## src/rtl/mux4_rr_select.sv

```systemverilog
// Round-robin select generator for the 4:1 mux select input.
// It grants one requester at a time and releases on done, on a requester drop, or on the hold limit.
module mux4_rr_select #(
    parameter  int unsigned MAX_HOLD = 8,
    localparam int unsigned CW       = $clog2(MAX_HOLD)
) (
    input  logic       clk,
    input  logic       rst_n,
    input  logic [3:0] req,
    input  logic       done,
    output logic [1:0] S,
    output logic [3:0] grant,
    output logic       valid,
    output logic       timeout
);

    typedef enum logic [0:0] {
        ST_IDLE  = 1'b0,
        ST_GRANT = 1'b1
    } state_t;

    state_t          r_state;
    state_t          w_state_nxt;
    logic [1:0]      r_S;
    logic [3:0]      r_grant;
    logic            r_valid;
    logic            r_timeout;
    logic [1:0]      r_ptr;
    logic [CW-1:0]   r_hold_cnt;

    logic [1:0]      w_S_nxt;
    logic [3:0]      w_grant_nxt;
    logic            w_valid_nxt;
    logic            w_timeout_nxt;
    logic [1:0]      w_ptr_nxt;
    logic [CW-1:0]   w_hold_nxt;

    logic [1:0]      w_srch_ptr;
    logic            w_found;
    logic [1:0]      w_win;
    logic            w_hold_last;
    logic            w_release;

    // A release searches from the new pointer within the same cycle, so the
    // channel just released ends up with the lowest priority.
    always_comb begin
        w_srch_ptr = (r_state == ST_GRANT) ? 2'(r_S + 2'd1) : r_ptr;
        w_found    = 1'b0;
        w_win      = '0;
        for (int unsigned i = 0; i < 4; i++) begin
            logic [1:0] w_idx;
            w_idx = 2'(w_srch_ptr + 2'(i));
            if (!w_found && req[w_idx]) begin
                w_found = 1'b1;
                w_win   = w_idx;
            end
        end
    end

    always_comb begin
        w_hold_last = (r_hold_cnt == CW'(MAX_HOLD - 1));
        w_release   = done | ~req[r_S] | w_hold_last;
    end

    always_ff @(posedge clk or negedge rst_n) begin
        if (!rst_n) begin
            r_state    <= ST_IDLE;
            r_S        <= '0;
            r_grant    <= '0;
            r_valid    <= 1'b0;
            r_timeout  <= 1'b0;
            r_ptr      <= '0;
            r_hold_cnt <= '0;
        end else begin
            r_state    <= w_state_nxt;
            r_S        <= w_S_nxt;
            r_grant    <= w_grant_nxt;
            r_valid    <= w_valid_nxt;
            r_timeout  <= w_timeout_nxt;
            r_ptr      <= w_ptr_nxt;
            r_hold_cnt <= w_hold_nxt;
        end
    end

    always_comb begin
        w_state_nxt = r_state;
        unique case (r_state)
            ST_IDLE: begin
                if (w_found) begin
                    w_state_nxt = ST_GRANT;
                end
            end
            ST_GRANT: begin
                if (w_release && !w_found) begin
                    w_state_nxt = ST_IDLE;
                end
            end
            default: w_state_nxt = ST_IDLE;
        endcase
    end

    always_comb begin
        w_S_nxt       = r_S;
        w_grant_nxt   = r_grant;
        w_valid_nxt   = r_valid;
        w_timeout_nxt = 1'b0;
        w_ptr_nxt     = r_ptr;
        w_hold_nxt    = r_hold_cnt;
        unique case (r_state)
            ST_IDLE: begin
                if (w_found) begin
                    w_S_nxt     = w_win;
                    w_grant_nxt = 4'b0001 << w_win;
                    w_valid_nxt = 1'b1;
                    w_hold_nxt  = '0;
                end else begin
                    w_grant_nxt = '0;
                    w_valid_nxt = 1'b0;
                end
            end
            ST_GRANT: begin
                if (w_release) begin
                    // A simultaneous done or owner drop makes this a normal release.
                    w_ptr_nxt     = 2'(r_S + 2'd1);
                    w_timeout_nxt = w_hold_last & ~done & req[r_S];
                    if (w_found) begin
                        w_S_nxt     = w_win;
                        w_grant_nxt = 4'b0001 << w_win;
                        w_valid_nxt = 1'b1;
                        w_hold_nxt  = '0;
                    end else begin
                        w_grant_nxt = '0;
                        w_valid_nxt = 1'b0;
                    end
                end else begin
                    w_hold_nxt = CW'(r_hold_cnt + 1'b1);
                end
            end
            default: begin
                w_grant_nxt = '0;
                w_valid_nxt = 1'b0;
            end
        endcase
    end

    assign S       = r_S;
    assign grant   = r_grant;
    assign valid   = r_valid;
    assign timeout = r_timeout;

endmodule

```

## config.mk

```make
export PLATFORM = sky130hd
export DESIGN_NAME = mux4_rr_select
export DESIGN_NICKNAME = d
export VERILOG_FILES = /design/src/rtl/mux4_rr_select.sv
export SDC_FILE = /design/constraint.sdc
export NUM_CORES = 1
export LEC_CHECK = 0
export BUFFER_PORTS_ARGS = -buffer_cell sky130_fd_sc_hd__buf_2
export CAP_MARGIN = 20
export CELL_PAD_IN_SITES_DETAIL_PLACEMENT = 1
export CELL_PAD_IN_SITES_GLOBAL_PLACEMENT = 1
export CORE_AREA = 5 5 49 51
export CTS_CLUSTER_SIZE = 12
export DETAILED_ROUTE_END_ITERATION = 8
export DIE_AREA = 0 0 54 56
export MAX_ROUTING_LAYER = met4
export PLACE_DENSITY_LB_ADDON = 0.1
export SKIP_CTS_REPAIR_TIMING = 1
export SLEW_MARGIN = 20
export SYNTH_ARGS = -nofsm -noshare
export SYNTH_HDL_FRONTEND = slang
export SYNTH_SLANG_ARGS = --single-unit
```

## constraint.sdc

```tcl
create_clock -name clk -period 3.1 [get_ports clk]
set_input_delay 0.155 -clock clk [delete_from_list [all_inputs] [get_ports clk]]
set_output_delay 0.155 -clock clk [all_outputs]
set_load 0.05 [all_outputs]
```

## Word-level counts from Yosys, hierarchy flattened

Cells that the tools add are included.

- Bits in registers: 14
- Input port bits: 7
- Output and inout bits: 8

- Add/subtract/negate cells: 5
- $lt $le $gt $ge: 5
- Equality and inequality tests: 2
- Shift-type cells: 1
- Muxes and demuxes: 35
- Bitwise operators: 7
- Reduce and logical (&&, ||, !) cells: 9

Operators with widths:

| operator | count |
|---|---|
| $lt 2x3->1 const B | 5 |
| $mux 1 | 14 |
| $mux 2 | 7 |
| $bmux 1 s2 | 5 |
| $mux 4 | 2 |
| $pmux 4 s2 | 1 |
| $mux 3 | 2 |
| $pmux 3 s2 | 1 |
| $add 2x1->2 const B | 2 |
| $add 2x2->2 const B | 2 |
| $logic_and 1x1->1 | 4 |
| $logic_not 1->1 | 4 |
| $pmux 1 s2 | 2 |
| $pmux 2 s2 | 1 |
| $shl 1x2->4 const A | 1 |
| $add 3x1->3 const B | 1 |
| $eq 3x3->1 const B | 1 |
| $not 1->1 | 3 |
| $and 1x1->1 | 2 |
| $ne 2x1->1 const B | 1 |
| $or 1x1->1 | 2 |
| $reduce_and 2->1 | 1 |

## Depth between registers and ports, before layout

- Depth after elaboration: 18
- Depth in mapped cells: 7
- Gate-level depth less buffers: 5

## Least setup slack after synthesis

Ideal clock, no wire load.

- Kind: register -> register
- From: register r_S[1], in the netlist S[1]
- To: register r_grant[3], in the netlist grant[3]
- Data arrival time: 1,982 ps
- Data required time: 3,024 ps
- Setup slack: 1,041 ps
- Cell stages (with the launch flop): 7
- Path buffers: 1
- Path through: dfrtp_1 -> buf_6 -> mux4_2 -> nand2b_1 -> nor3b_2 -> or3b_1 -> o21ai_1

- Cells in the longest elaborated chain, start to end: 18
- Elaborated cells on any way between the ends: 37

Ends and longest elaborated chain:

| what | RTL line | text |
|---|---|---|
| start, declared | 24 | `logic [1:0] r_S;` |
| start signal, assigned | 76 | `r_S <= w_S_nxt;` |
| parallel branches: the longest is 18 deep, another holds $add 2x1->2 | -- |  |
| end signal, assigned | 77 | `r_grant <= w_grant_nxt;` |
| end, declared | 25 | `logic [3:0] r_grant;` |

Several ways; the timed one is not identified. The select of a mux whose other input is x is not followed.
A chain may end at the register's enable or synchronous reset.

## Worst setup path after layout

- From: register r_S[1], in the netlist S[1]
- To: register r_grant[0], in the netlist grant[0]

The elaborated chain is that of the path after synthesis.

==> metrics <==
status=finished clean; main combinational cell family by area after synthesis=compound AO/OA/AOI/OAI gates; VDD IR max=between 0.0004 and 0.0005 V; Nets=100; Avg Inst Size Synth=~10 sq um; post-synthesis cell type count=32; Register-to-Register Path Depth=5; chip height=56 microns; clock transition at the registers of the reported paths=approximately 0.090 ns; CTS Buffer Depth=2; required time of the critical path=between 3 and 4 ns; drt first-iter violations=1; core area=1900 sq um; first-pass GRT wire length=between 2000 and 3000 microns; leak pwr=about 0.43 nW; post-synthesis mux area share=8.50%; Min-Delay Endpoint=timeout; r2r startpoint=S[1]; Fin. Hold Viols=0; site row count=16; CTS Buf Count=3; fraction of the mapped netlist area in adder cells=around 4.7%; # diodes=0; Simple-Gate Fraction of Synth Area=roughly 14%; Layout area overhead=17.3%; clock power share=15.2%; CTS H-Tree Depth=1; Yosys top cell by area=dfrtp_1; Slew Viols, Final=0; Min-Delay Path Class=in -> reg; CP arrival=2.29 ns; sequential area share after synthesis=45.8%; type of the worst setup path=reg -> reg; worst hold slack=0.193 ns; Clock Tree Root=clkbuf_4; flop2flop setup slack=~0.97 ns; slowest stage cell, crit path=nor3b_2; Synth Area in XOR/XNOR=1.14%; Post-Place Cell Area=~850 sq um; Achievable Freq=approximately 470 MHz; vias in the first global route=approximately 640; Worst R2R End=grant[0]; setup TNS=0 ns; GPL Wtd Cong=about 0.78; io pins=15; synth warn=0; CP Capture Type=flop; ratio of cells with drive above 1 in the final layout=between 20 and 30%; Worst Path Max Fanout=13; commonest cells after routing, fill and taps aside=dfrtp_1 (14), buf_2 (14), nor2_1 (6), o21ai_0 (6), inv_1 (5); count of final setup violators=0; Mapped Area=766 sq um; Buffers on Ports=14; die area=roughly 3000 sq um; Compound-Gate Fraction of Synth Area=roughly a fifth; unrepaired setup endpoints after global routing=false; Synth top area share=approximately 46%; Hold Crit Depth=3; GR Util All Layers=a little over an eighth; GRT overflow=0; Final min period=~2.1 ns; Net Sw Frac=a little under half; Gate Count Post-Synth=74; Max-slew headroom=52.9%; critical path cell sequence=mux4_2 -> nand2b_1 -> nor3b_2 -> nor2_1 -> a32o_1; Die W=roughly 54 microns; Initial DRT Pass Iterations=2; worst-skew pair later-pin latency=around 0.27 ns; Antenna Nets Post-Route=0; antenna violations before repair=0; slew of the pin with the lowest slew margin=between 0.7 and 0.8 ns; max-cap violations=0; Sw Pwr=a little under 0.4 mW; startpoint types=flop; Cell Pwr Density=about 950 nW/um^2; Clock Sinks=14; via count=about 600; hold_sp=done; Total Wirelength=1680 microns; Residual DRC=0; Initial Utilization=between 40 and 50%; DP HPWL=between 1000 and 1500 microns; design area=approximately 900 sq um; largest cells by area after synthesis=dfrtp_1 (46%), o21ai_0 (3.9%), a22o_1 (3.4%); crit-path max cell delay=0.60 ns; combinational cell fraction of total power=between 40% and 50%; largest net degree at the start of global routing=15; post-synthesis net count=between 80 and 90; internal power=between 0.4 and 0.5 mW; CTS tree=done; Yosys reg bits=14; via-per-instance ratio=around 5.2; Clock Skew=0.00566 ns; Avg WL per Cell=14.4 microns; Flop pwr share=between 30% and 40%; final critical-path share of the clock period=68.8%
worst max-delay path, delay by kind of cell (launching register included):
kind | cells | cell delay (ns)
DFF | 1 | 0.48
muxes | 1 | 0.37
AOI/OAI and AO/OA | 1 | 0.30
and+or+nand+nor | 3 | 0.87
cells by family after synthesis:
logic type	count (synthesis)
DFF	14
AOI/OAI and AO/OA	22
adders and majority gates	3
xor gates and xnor gates	1
and+or+nand+nor	20
buffers and inverters	9
muxes	5
power by group through the flow:
stage / clock [mW] / sequential [mW] / combinational [mW]
floorplan: 0 / 0.418 / 0.229
global placement: 0 / 0.317 / 0.406
detailed placement: 0 / 0.321 / 0.414
CTS: 0.136 / 0.316 / 0.415
global route: 0.145 / 0.330 / 0.446
finish: 0.129 / 0.314 / 0.409
flip-flops by register name, summed over array words and instances (netlist names):
register / count
timeout: 1
valid: 1
grant: 4
r_state: 1
S: 2
r_ptr: 2
r_hold_cnt: 3
layout make-up:
type / count / area (sq um)
fillers: 224 / 1000
well taps: 27 / 33.8
repair buffers: 16 / 87.6
inverters: 5 / 18.8
clock buffers: 4 / 36.3
flip-flops and latches: 14 / 350
multi-input cells: 51 / 372
Yosys cell counts (all sizes together):
library cell   n
a221oi         1
nor4           1
xnor2          1
a32o           1
nor3b          1
a311oi         1
o21ai          8
a22o           3
or3            1
a21boi         1
nand2          4
ha             2
nand3          1
inv            5
mux4           1
maj3           1
buf            3
a21oi          4
nor2b          3
nand2b         1
o21a           1
mux2i          2
mux2           2
o32ai          1
dfrtp         14
or3b           1
o221a          1
clkbuf         1
nor2           6
nor3           1
worst max-delay path by stage:
stage                     start        to  slack [ns]  cells after the start
after floorplan            S[1]  grant[3]        1.04                      6
after global placement     S[1]  grant[0]        1.06                      5
after detailed placement   S[1]  grant[0]        0.95                      5
after CTS                  S[1]  grant[0]        0.94                      5
after global routing       S[1]  grant[0]        0.81                      5
final                      S[1]  grant[0]        0.97                      5
metal layers:
layer | wire length [microns] | track usage (%)
met1 | 785 | 17.3
met2 | 840 | 20.4
met3 | 49 | 3.49
met4 | 7 | 3.20
met5 | 0 | -
stage by stage:
step                      total power, mW  std cells  setup WS, ns  utilization [%]
after floorplan                     0.647         74          1.04                -
after global placement              0.723        112          1.06             44.8
after detailed placement            0.735        112         0.951             44.8
after CTS                           0.867        116         0.942             46.7
after global routing                0.920        117         0.808             47.2
final                               0.852        117         0.967             47.2
Power figures use the tool's default switching activity.
